`src/rtl/psram_arb_pkg.sv`:
```
// psram_arb_pkg: shared types and constants for the PSRAM arbiter.
// Holds the arbiter state enum and the arbitration mode encodings.
package psram_arb_pkg;

   typedef enum logic [2:0] {
      IDLE,
      ISSUE,
      RECOVER,
      WAIT_DONE,
      DONE
   } ArbState;

   localparam logic [1:0] ARB_FIXED0 = 2'd0;
   localparam logic [1:0] ARB_FIXED1 = 2'd1;
   localparam logic [1:0] ARB_RR     = 2'd2;

endpackage

```
`src/rtl/psram_arbiter_if.sv`:
```
// psram_arbiter_if: requester ports 0/1 plus the memory controller link.
// slave = arbiter side, master = requester/controller side.
interface psram_arbiter_if;

   logic        i_req0;
   logic        i_req1;
   logic        i_write0;
   logic        i_write1;
   logic [23:0] i_address0;
   logic [23:0] i_address1;
   logic        i_bank0;
   logic        i_bank1;
   logic [7:0]  i_data0;
   logic [7:0]  i_data1;
   logic        o_ack0;
   logic        o_ack1;
   logic [7:0]  o_data0;
   logic [7:0]  o_data1;
   logic        o_err;
   logic [1:0]  o_grant;
   logic        o_mem_cs;
   logic        o_mem_write;
   logic [23:0] o_mem_address;
   logic        o_mem_bank;
   logic [7:0]  o_mem_data;
   logic        i_mem_busy;
   logic [7:0]  i_mem_dataRead;

   modport slave (
      input  i_req0, i_req1, i_write0, i_write1,
      input  i_address0, i_address1, i_bank0, i_bank1,
      input  i_data0, i_data1, i_mem_busy, i_mem_dataRead,
      output o_ack0, o_ack1, o_data0, o_data1, o_err, o_grant,
      output o_mem_cs, o_mem_write, o_mem_address,
      output o_mem_bank, o_mem_data
   );

   modport master (
      output i_req0, i_req1, i_write0, i_write1,
      output i_address0, i_address1, i_bank0, i_bank1,
      output i_data0, i_data1, i_mem_busy, i_mem_dataRead,
      input  o_ack0, o_ack1, o_data0, o_data1, o_err, o_grant,
      input  o_mem_cs, o_mem_write, o_mem_address,
      input  o_mem_bank, o_mem_data
   );

endinterface

```
`src/rtl/psram_arb_pick.sv`:
```
// psram_arb_pick: combinational 2-way picker, one-hot grant out.
// Ports: mode, last (1 = port 1 granted last), req0/req1, grant.
module psram_arb_pick
   import psram_arb_pkg::*;
(
   input  logic [1:0] mode,
   input  logic       last,
   input  logic       req0,
   input  logic       req1,
   output logic [1:0] grant
);

   always_comb begin
      grant = {req1 & ~req0, req0};
      if (req0 && req1) begin
         unique case (1'b1)
            (mode == ARB_FIXED0): grant = 2'b01;
            (mode == ARB_FIXED1): grant = 2'b10;
            (mode == ARB_RR):     grant = last ? 2'b01 : 2'b10;
            default:              grant = 2'b01;
         endcase
      end
   end

endmodule

```
`src/rtl/psram_arbiter.sv`:
```
// psram_arbiter: shares one PSRAM controller between port 0 (CPU) and port 1.
// Ports: i_clkRAM, reset (async, active-low), bus (requesters + controller).
module psram_arbiter
   import psram_arb_pkg::*;
#(
   parameter int ARB_MODE       = 2,
   parameter int ACCEPT_TIMEOUT = 8,
   parameter int MAX_RETRIES    = 3
) (
   input  logic           i_clkRAM,
   input  logic           reset,
   psram_arbiter_if.slave bus
);

   localparam int            TW       = $clog2(ACCEPT_TIMEOUT + 1);
   localparam logic [TW-1:0] TMO_LAST = TW'(ACCEPT_TIMEOUT - 1);
   localparam logic [TW-1:0] TMO_SAT  = TW'(ACCEPT_TIMEOUT);
   localparam logic [1:0]    RTY_MAX  = 2'(MAX_RETRIES);
   localparam logic [1:0]    MODE     = 2'(ARB_MODE);

   ArbState       state_q;
   ArbState       state_d;
   logic [TW-1:0] tmo_q;
   logic [1:0]    rty_q;
   logic          last_q;
   logic [1:0]    grant_q;
   logic [1:0]    pick;

   psram_arb_pick u_pick (
      .mode  (MODE),
      .last  (last_q),
      .req0  (bus.i_req0),
      .req1  (bus.i_req1),
      .grant (pick)
   );

   // cs decodes straight from the state register, so an async
   // reset deasserts it without waiting for a clock edge.
   assign bus.o_mem_cs = (state_q != ISSUE);
   assign bus.o_grant  = grant_q;

   always_ff @(posedge i_clkRAM or negedge reset) begin
      if (!reset) state_q <= IDLE;
      else        state_q <= state_d;
   end

   always_comb begin
      state_d = state_q;
      case (state_q)
         IDLE:
            if (!bus.i_mem_busy && (bus.i_req0 || bus.i_req1))
               state_d = ISSUE;
         ISSUE:
            if (bus.i_mem_busy)         state_d = WAIT_DONE;
            else if (tmo_q >= TMO_LAST) state_d = RECOVER;
         // tmo_q doubles as the 2-cycle cs-high hold here
         RECOVER:
            if (tmo_q != '0)
               state_d = (rty_q < RTY_MAX) ? ISSUE : IDLE;
         WAIT_DONE:
            if (!bus.i_mem_busy) state_d = DONE;
         DONE:    state_d = IDLE;
         default: state_d = IDLE;
      endcase
   end

   always_ff @(posedge i_clkRAM or negedge reset) begin
      if (!reset) begin
         tmo_q             <= '0;
         rty_q             <= '0;
         last_q            <= 1'b1;
         grant_q           <= 2'b00;
         bus.o_ack0        <= 1'b0;
         bus.o_ack1        <= 1'b0;
         bus.o_err         <= 1'b0;
         bus.o_data0       <= '0;
         bus.o_data1       <= '0;
         bus.o_mem_write   <= 1'b0;
         bus.o_mem_address <= '0;
         bus.o_mem_bank    <= 1'b0;
         bus.o_mem_data    <= '0;
      end else begin
         bus.o_ack0 <= 1'b0;
         bus.o_ack1 <= 1'b0;
         bus.o_err  <= 1'b0;
         if (state_d != state_q) tmo_q <= '0;
         else if (tmo_q != TMO_SAT) tmo_q <= tmo_q + 1'b1;
         case (state_q)
            IDLE:
               if (state_d == ISSUE) begin
                  grant_q <= pick;
                  if (pick[1]) begin
                     bus.o_mem_write   <= bus.i_write1;
                     bus.o_mem_address <= bus.i_address1;
                     bus.o_mem_bank    <= bus.i_bank1;
                     bus.o_mem_data    <= bus.i_data1;
                  end else begin
                     bus.o_mem_write   <= bus.i_write0;
                     bus.o_mem_address <= bus.i_address0;
                     bus.o_mem_bank    <= bus.i_bank0;
                     bus.o_mem_data    <= bus.i_data0;
                  end
               end
            ISSUE:
               if (state_d == RECOVER) rty_q <= rty_q + 1'b1;
            RECOVER:
               if (state_d == IDLE) begin
                  bus.o_err <= 1'b1;
                  grant_q   <= 2'b00;
                  rty_q     <= '0;
               end
            WAIT_DONE:
               if (state_d == DONE) begin
                  bus.o_ack0 <= grant_q[0];
                  bus.o_ack1 <= grant_q[1];
                  if (!bus.o_mem_write && grant_q[0])
                     bus.o_data0 <= bus.i_mem_dataRead;
                  if (!bus.o_mem_write && grant_q[1])
                     bus.o_data1 <= bus.i_mem_dataRead;
                  last_q  <= grant_q[1];
                  grant_q <= 2'b00;
                  rty_q   <= '0;
               end
            default: ;
         endcase
      end
   end

endmodule
```
`src/flat_wrapper.sv`:
```
// flat-port wrapper written by rule: the top's interface ports become plain ports
module psram_arbiter_flat import psram_arb_pkg::*;
#(
   parameter int ARB_MODE       = 2,
   parameter int ACCEPT_TIMEOUT = 8,
   parameter int MAX_RETRIES    = 3
)
  (i_clkRAM, reset, bus_i_req0, bus_i_req1, bus_i_write0, bus_i_write1, bus_i_address0, bus_i_address1, bus_i_bank0, bus_i_bank1, bus_i_data0, bus_i_data1, bus_i_mem_busy, bus_i_mem_dataRead, bus_o_ack0, bus_o_ack1, bus_o_data0, bus_o_data1, bus_o_err, bus_o_grant, bus_o_mem_cs, bus_o_mem_write, bus_o_mem_address, bus_o_mem_bank, bus_o_mem_data);
  psram_arbiter_if bus_i ();
  input  logic i_clkRAM;
  input  logic reset;
  input wire logic [$bits(bus_i.i_req0)-1:0] bus_i_req0;
  input wire logic [$bits(bus_i.i_req1)-1:0] bus_i_req1;
  input wire logic [$bits(bus_i.i_write0)-1:0] bus_i_write0;
  input wire logic [$bits(bus_i.i_write1)-1:0] bus_i_write1;
  input wire logic [$bits(bus_i.i_address0)-1:0] bus_i_address0;
  input wire logic [$bits(bus_i.i_address1)-1:0] bus_i_address1;
  input wire logic [$bits(bus_i.i_bank0)-1:0] bus_i_bank0;
  input wire logic [$bits(bus_i.i_bank1)-1:0] bus_i_bank1;
  input wire logic [$bits(bus_i.i_data0)-1:0] bus_i_data0;
  input wire logic [$bits(bus_i.i_data1)-1:0] bus_i_data1;
  input wire logic [$bits(bus_i.i_mem_busy)-1:0] bus_i_mem_busy;
  input wire logic [$bits(bus_i.i_mem_dataRead)-1:0] bus_i_mem_dataRead;
  output wire logic [$bits(bus_i.o_ack0)-1:0] bus_o_ack0;
  output wire logic [$bits(bus_i.o_ack1)-1:0] bus_o_ack1;
  output wire logic [$bits(bus_i.o_data0)-1:0] bus_o_data0;
  output wire logic [$bits(bus_i.o_data1)-1:0] bus_o_data1;
  output wire logic [$bits(bus_i.o_err)-1:0] bus_o_err;
  output wire logic [$bits(bus_i.o_grant)-1:0] bus_o_grant;
  output wire logic [$bits(bus_i.o_mem_cs)-1:0] bus_o_mem_cs;
  output wire logic [$bits(bus_i.o_mem_write)-1:0] bus_o_mem_write;
  output wire logic [$bits(bus_i.o_mem_address)-1:0] bus_o_mem_address;
  output wire logic [$bits(bus_i.o_mem_bank)-1:0] bus_o_mem_bank;
  output wire logic [$bits(bus_i.o_mem_data)-1:0] bus_o_mem_data;
  assign bus_i.i_req0 = bus_i_req0;
  assign bus_i.i_req1 = bus_i_req1;
  assign bus_i.i_write0 = bus_i_write0;
  assign bus_i.i_write1 = bus_i_write1;
  assign bus_i.i_address0 = bus_i_address0;
  assign bus_i.i_address1 = bus_i_address1;
  assign bus_i.i_bank0 = bus_i_bank0;
  assign bus_i.i_bank1 = bus_i_bank1;
  assign bus_i.i_data0 = bus_i_data0;
  assign bus_i.i_data1 = bus_i_data1;
  assign bus_i.i_mem_busy = bus_i_mem_busy;
  assign bus_i.i_mem_dataRead = bus_i_mem_dataRead;
  assign bus_o_ack0 = bus_i.o_ack0;
  assign bus_o_ack1 = bus_i.o_ack1;
  assign bus_o_data0 = bus_i.o_data0;
  assign bus_o_data1 = bus_i.o_data1;
  assign bus_o_err = bus_i.o_err;
  assign bus_o_grant = bus_i.o_grant;
  assign bus_o_mem_cs = bus_i.o_mem_cs;
  assign bus_o_mem_write = bus_i.o_mem_write;
  assign bus_o_mem_address = bus_i.o_mem_address;
  assign bus_o_mem_bank = bus_i.o_mem_bank;
  assign bus_o_mem_data = bus_i.o_mem_data;
  psram_arbiter #(.ARB_MODE(ARB_MODE), .ACCEPT_TIMEOUT(ACCEPT_TIMEOUT), .MAX_RETRIES(MAX_RETRIES)) u_core (.i_clkRAM(i_clkRAM), .reset(reset), .bus(bus_i));
endmodule
```
`config.mk`:
```
export PLATFORM = sky130hd
export DESIGN_NAME = psram_arbiter_flat
export DESIGN_NICKNAME = d
export VERILOG_FILES = /design/src/rtl/psram_arb_pkg.sv /design/src/rtl/psram_arbiter_if.sv /design/src/rtl/psram_arb_pick.sv /design/src/rtl/psram_arbiter.sv /design/src/flat_wrapper.sv
export SDC_FILE = /design/constraint.sdc
export NUM_CORES = 1
export LEC_CHECK = 0
export BUFFER_PORTS_ARGS = -buffer_cell sky130_fd_sc_hd__buf_2
export CAP_MARGIN = 20
export CORE_MARGIN = 5
export CORE_UTILIZATION = 43
export CTS_CLUSTER_DIAMETER = 100
export DETAILED_ROUTE_END_ITERATION = 16
export PLACE_DENSITY_LB_ADDON = 0.2
export REMOVE_ABC_BUFFERS = 1
export SLEW_MARGIN = 20
export SYNTH_ARGS = -nofsm -noshare
export SYNTH_HDL_FRONTEND = slang
export SYNTH_SLANG_ARGS = --single-unit
```
`constraint.sdc`:
```
create_clock -name i_clkRAM -period 1.59 [get_ports i_clkRAM]
set_clock_uncertainty 0.05 [all_clocks]
set_input_delay 0.159 -clock i_clkRAM [delete_from_list [all_inputs] [get_ports i_clkRAM]]
set_output_delay 0.159 -clock i_clkRAM [all_outputs]
set_load 0.03 [all_outputs]
```
After elaboration in Yosys (flattened, before gate mapping)
Index checks and enable logic that the tools add are counted.

Register bits after elaboration: 65. Output and inout bits: 56.

$add $sub $neg: 2. Magnitude comparators: 2. Equality and inequality tests: 13. Mux-type cells: 27. Bitwise gates (word level): 2. Reductions and logical operators: 19.

Operator list (count): 24-bit 2-to-1 mux (1); 3-bit 2-to-1 mux (5); 2-bit 2-to-1 mux (6); 2-bit one-hot mux with 3 select lines (2); 3-bit one-hot mux with 4 select lines (1); 3-bit by 2-bit equality test with 1-bit output, second input constant (3); 1-bit 2-to-1 mux (9); 4-bit 2-to-1 mux (2); 8-bit 2-to-1 mux (1); 2-bit by 1-bit inequality test with 1-bit output, second input constant (4); 4-bit AND reduction (2); 3-bit by 1-bit equality test with 1-bit output, second input constant (2); 3-bit zero test (2); 3-bit AND reduction (2); 3-bit nonzero test (2); 4-bit by 1-bit adder with 4-bit output, second input constant (1); 4-bit by 3-bit >= comparator with 1-bit output, second input constant (1); 1-bit logical AND (4); 4-bit inequality test, second input constant (1); 2-bit AND reduction (2); 4-bit nonzero test (1); 3-bit equality test, second input constant (1); 3-bit by 1-bit inequality test with 1-bit output, second input constant (1); 3-bit inequality test (1); 7 further kinds (8).

Depth between registers and ports, before layout
Depth after elaboration: 7. Gate-level depth with buffers: 7.

Modules after synthesis
From an unflattened synthesis, not the netlist that was laid out.

Cells, all modules: 286. Area total of the unflattened synthesis: 3085.5 sq um.

By module, submodules not included: psram_arbiter (instances 1, cells an instance 275, area each 3016.6 sq um, sequential area each 1627.8 sq um); psram_arb_pick (instances 1, cells an instance 11, area each 68.8 sq um, sequential area each 0.0 sq um).

Least setup slack after synthesis
Ideal clock, no wire load.

Path kind: register to register. From: register u_core.tmo_q[0]. To: register u_core.grant_q[0], in the netlist u_core.bus.o_grant[0]. Library setup time: 125 ps. Data arrival time: 1443 ps. Required time: 1415 ps. Setup slack: -27 ps. Cell stages (with the launch flop): 7. Path buffers: 0. Path through: dfrtp_1 -> inv_1 -> ha_1 -> nor3b_2 -> nor4_2 -> nor3_2 -> mux2_2.

Word-level cells in the longest chain between the ends: 7. Elaborated cells on any way between the ends: 13. Those cells by class: 1 x order compare; 5 x eq/ne; 4 x mux; 3 x reduce/logical.

Ends and longest elaborated chain: from (decl) (line psram_arbiter.sv:23) `logic [TW-1:0] tmo_q;`; from (signal assigned) (line psram_arbiter.sv:87) `else if (tmo_q != TMO_SAT) tmo_q <= tmo_q + 1'b1;`; 4-bit by 3-bit >= comparator with 1-bit output (line psram_arbiter.sv:55) `else if (tmo_q >= TMO_LAST) state_d = RECOVER;`; 3-bit 2-to-1 mux (line psram_arbiter.sv:55); 3-bit 2-to-1 mux (line psram_arbiter.sv:54) `if (bus.i_mem_busy) state_d = WAIT_DONE;`; 3-bit one-hot mux with 4 select lines * (line psram_arbiter.sv:49) `case (state_q)`; 3-bit equality test (tied with other cells) (line psram_arbiter.sv:113) `if (state_d == DONE) begin`; 2-bit by 1-bit inequality test with 1-bit output (no line); 4-bit AND reduction (no line) *; to (signal assigned) (line psram_arbiter.sv:91) `grant_q <= pick;`; to (decl) (line psram_arbiter.sv:26) `logic [1:0] grant_q;`.

Every way passes the cells marked *; elsewhere a longest branch is shown, timed or not. A chain may end at the register's enable or synchronous reset.

Worst setup path in the final report
From: register u_core.state_q[0]. To: output port bus_o_mem_cs.

Word-level cells in the longest chain between the ends: 1.

Ends and longest elaborated chain: from (decl) (line psram_arbiter.sv:21) `ArbState state_q;`; from (signal assigned) (line psram_arbiter.sv:44) `else state_q <= state_d;`; 3-bit by 1-bit inequality test with 1-bit output (line psram_arbiter.sv:39) `assign bus.o_mem_cs = (state_q != ISSUE);`; to (decl) (line flat_wrapper.sv:30) `output wire logic [$bits(bus_i.o_mem_cs)-1:0] bus_o_mem_cs;`.

No other way between the ends.

==> results.sh <==
export IMPL_worstPathArrival_ns=1.39
export IMPL_yosysTopAreaCellShare=0.517
export IMPL_num_rows=31
export IMPL_hold_class="in2reg"
export IMPL_routed_wl_mm=8.51
export IMPL_postLayoutSetupSlackWorst_ns=-0.00666
export IMPL_seq_area_frac_synth=0.525
export IMPL_drive_gt1_frac=0.533
export IMPL_postSynthAreaPerCell_um2=11.7
export IMPL_io_pins=137
export IMPL_critPathLaunchType="register"
export IMPL_antenna_cells=0
export IMPL_drv_cap=0
export IMPL_area_growth_pct=44.8
export IMPL_synth_cells=264
export IMPL_tightestPinTransition_ns=0.365
export IMPL_cts_max_path_buffers=2
export IMPL_synth_cell_types=35
export IMPL_leakage_nw=2.29
export IMPL_p_total_mw=8.70
export IMPL_dr_total_vias=2563
export IMPL_slew_violations=0
export IMPL_hpwlAfterDp_mm=5.45
export IMPL_initialDrtViolationCount=32
export IMPL_place_area_um2=3940
export IMPL_grt_max_degree=66
export IMPL_crit_path_end_kind="output port"
export IMPL_nFillCells=647
export IMPL_async_flop_share=1.00
export IMPL_synth_area_top_cells="dfrtp_1 (52%), mux2i_1 (12%), mux2_4 (7.7%), a21oi_1 (6.6%), nor2_1 (4.8%)"
export IMPL_post_synth_top_count_cell="dfrtp_1"
export IMPL_grt_antenna_before_repair=0
export IMPL_cts_root_buffer="clkbuf_8"
export IMPL_initial_core_util=0.434
export IMPL_synth_top_area_cell="dfrtp_1"
export IMPL_cts_buffers=9
export IMPL_irDropWorstVdd_mv=0.904
export IMPL_yosys_register_bits=65
export IMPL_clk_latency_ns=0.33
export IMPL_coreArea_um2=7140
export IMPL_htree_levels=3
export IMPL_synth_flop_cell="dfrtp_1"
export IMPL_wl_per_cell_um=16.0
export IMPL_fin_crit_ns=1.60
export IMPL_worstSetupPathType="reg2out"
export IMPL_post_place_ws_ns=-0.0912
export IMPL_yosys_warnings=0
export IMPL_seq_area_um2=1630
export IMPL_violations="setup timing"
export IMPL_drt_first_pass_iters=4
export IMPL_die_area_um2=9010
export IMPL_gp_congestion=0.787
export IMPL_cts_tree="done"
export IMPL_status="finished, violations left"
export IMPL_hold_viol=0
export IMPL_worstPathRequired_ns=1.38
export IMPL_synth_top_cells_by_count="dfrtp_1 (64), a21oi_1 (41), nor2_1 (40)"
export IMPL_grt_usage=0.179
export IMPL_drcViolationCount=0
export IMPL_cts_sinks=65
export IMPL_die_w_um=94.9
export IMPL_path_max_fanout=8
export IMPL_port_buffers=136
export IMPL_grt_overflow_total=0
export IMPL_synthesis_area_um2=3100
export IMPL_antenna_left=0
export IMPL_setup_viol_count_final=2
export IMPL_path_clk_slew_ns=0.07
export IMPL_max_slew_margin_rel=0.756
export IMPL_synth_edff_count=0
export IMPL_grt_pass1_vias=2647
export IMPL_grt_first_pass_wirelength_mm=12.5
export IMPL_max_freq_mhz=626
export IMPL_powerDensity_nw_per_um2=1940
export IMPL_via_per_inst=4.82
export IMPL_period_share=1.00
export IMPL_grt_setup_unrepaired="yes"
export IMPL_fp_dieH_um=94.9
export IMPL_multi_input_area_um2=1440
export IMPL_design_area_um2=4490
export IMPL_nNetsFinal=512
==> metrics by stage <==
stage / hold WS (ns) / util / setup TNS [ns] / instances
after CTS: 0.00487 / 0.608 / -0.0363 / 526
after floorplan: -0.187 / - / -121.00 / 248
after global placement: 0.151 / 0.552 / -0.0320 / 496
final: 0.0202 / 0.629 / -0.00927 / 532
after detailed placement: 0.153 / 0.552 / -0.641 / 496
after global routing: 0.00669 / 0.629 / -0.491 / 532
==> power breakdown <==
part           internal (mW)  switching [mW]
clock                  0.755           0.621
combinational           1.83            2.69
sequential              2.36           0.445
total                   4.95            3.75
==> flip-flops by register name, indices dropped and copies added, names as in the netlist <==
| register | cells |
|---|---|
| u_core.bus.o_data1 | 8 |
| u_core.bus.o_ack0 | 1 |
| u_core.bus.o_data0 | 8 |
| u_core.bus.o_ack1 | 1 |
| u_core.bus.o_err | 1 |
| u_core.state_q | 3 |
| u_core.bus.o_mem_data | 8 |
| u_core.bus.o_mem_address | 24 |
| u_core.bus.o_grant | 2 |
| u_core.rty_q | 2 |
| u_core.bus.o_mem_write | 1 |
| u_core.tmo_q | 4 |
| u_core.bus.o_mem_bank | 1 |
| u_core.last_q | 1 |
==> cells in the final DEF (no fill, tap or decap), types with 4 or more instances in the layout <==
cell	instances
mux2i_1	36
buf_2	135
inv_1	5
mux2_4	17
nor2_1	39
buf_6	5
buf_4	20
clkinv_2	4
a21oi_1	38
nor4_1	5
clkbuf_8	10
buf_12	4
dfrtp_1	63
==> layer usage <==
layer	track usage	wire, um
met5	0	0
met2	0.300	3990
met3	0.0542	729
met1	0.218	3670
met4	0.0637	116
==> path summary, 6_finish.rpt <==
| check | startpoint | endpoint | slack (ns) | cells past startpoint |
|---|---|---|---|---|
| max in group asynchronous | reset | u_core.last_q$_DFFE_PN1P_ | 0.88 | 3 |
| setup reg to reg | u_core.tmo_q[1]$_DFFE_PN0P_ | u_core.state_q[1]$_DFF_PN0_ | 0 | 8 |
| setup / recovery | u_core.state_q[0]$_DFF_PN0_ | bus_o_mem_cs | -0.007 | 4 |
| min in group asynchronous | reset | u_core.bus.o_mem_address[20]$_DFFE_PN0P_ | 0.31 | 3 |
| hold / removal | bus_i_mem_dataRead[7] | u_core.bus.o_data1[7]$_DFFE_PN0P_ | 0.02 | 2 |
| hold reg to reg | u_core.rty_q[0]$_DFFE_PN0P_ | u_core.rty_q[0]$_DFFE_PN0P_ | 0.44 | 1 |
==> cell families (layout without fill, tap and decap cells) <==
family,after synthesis,after routing,synth area share
buffers and inverters,23,192,0.0452
muxes,54,54,0.201
xor gates and xnor gates,2,2,0.00565
adders and majority gates,3,3,0.0121
and+or+nand+nor,67,67,0.127
AOI/OAI and AO/OA,50,50,0.0843
DFF,65,65,0.525
==> area by class of cell <==
cell class                      count  share of cell area
Inverter                            7             0.00585
Multi-Input combinational cell    176               0.321
Clock inverter                      6              0.0128
Tap cell                           99              0.0276
Sequential cell                    65               0.363
Clock buffer                       10              0.0306
Timing Repair Buffer              169               0.239
==> what timing repair did <==
item / CTS / global route
resized for setup: 16 / 14
endpoints found under the setup margin: 41 / 60
hold buffers: 1 / 0
buffers inserted: 12 / 3
pin swaps: 11 / 2
hold endpoints to repair: 64 / 0
cloned: 1 / 3
==> worst max-delay path, stage by stage (launching register included) <==
cell and delay (ns):
dfrtp_1 0.35, buf_4 0.17, or2b_1 0.26, nand2b_4 0.15, buf_6 0.13
Power figures use the tool's default switching activity.
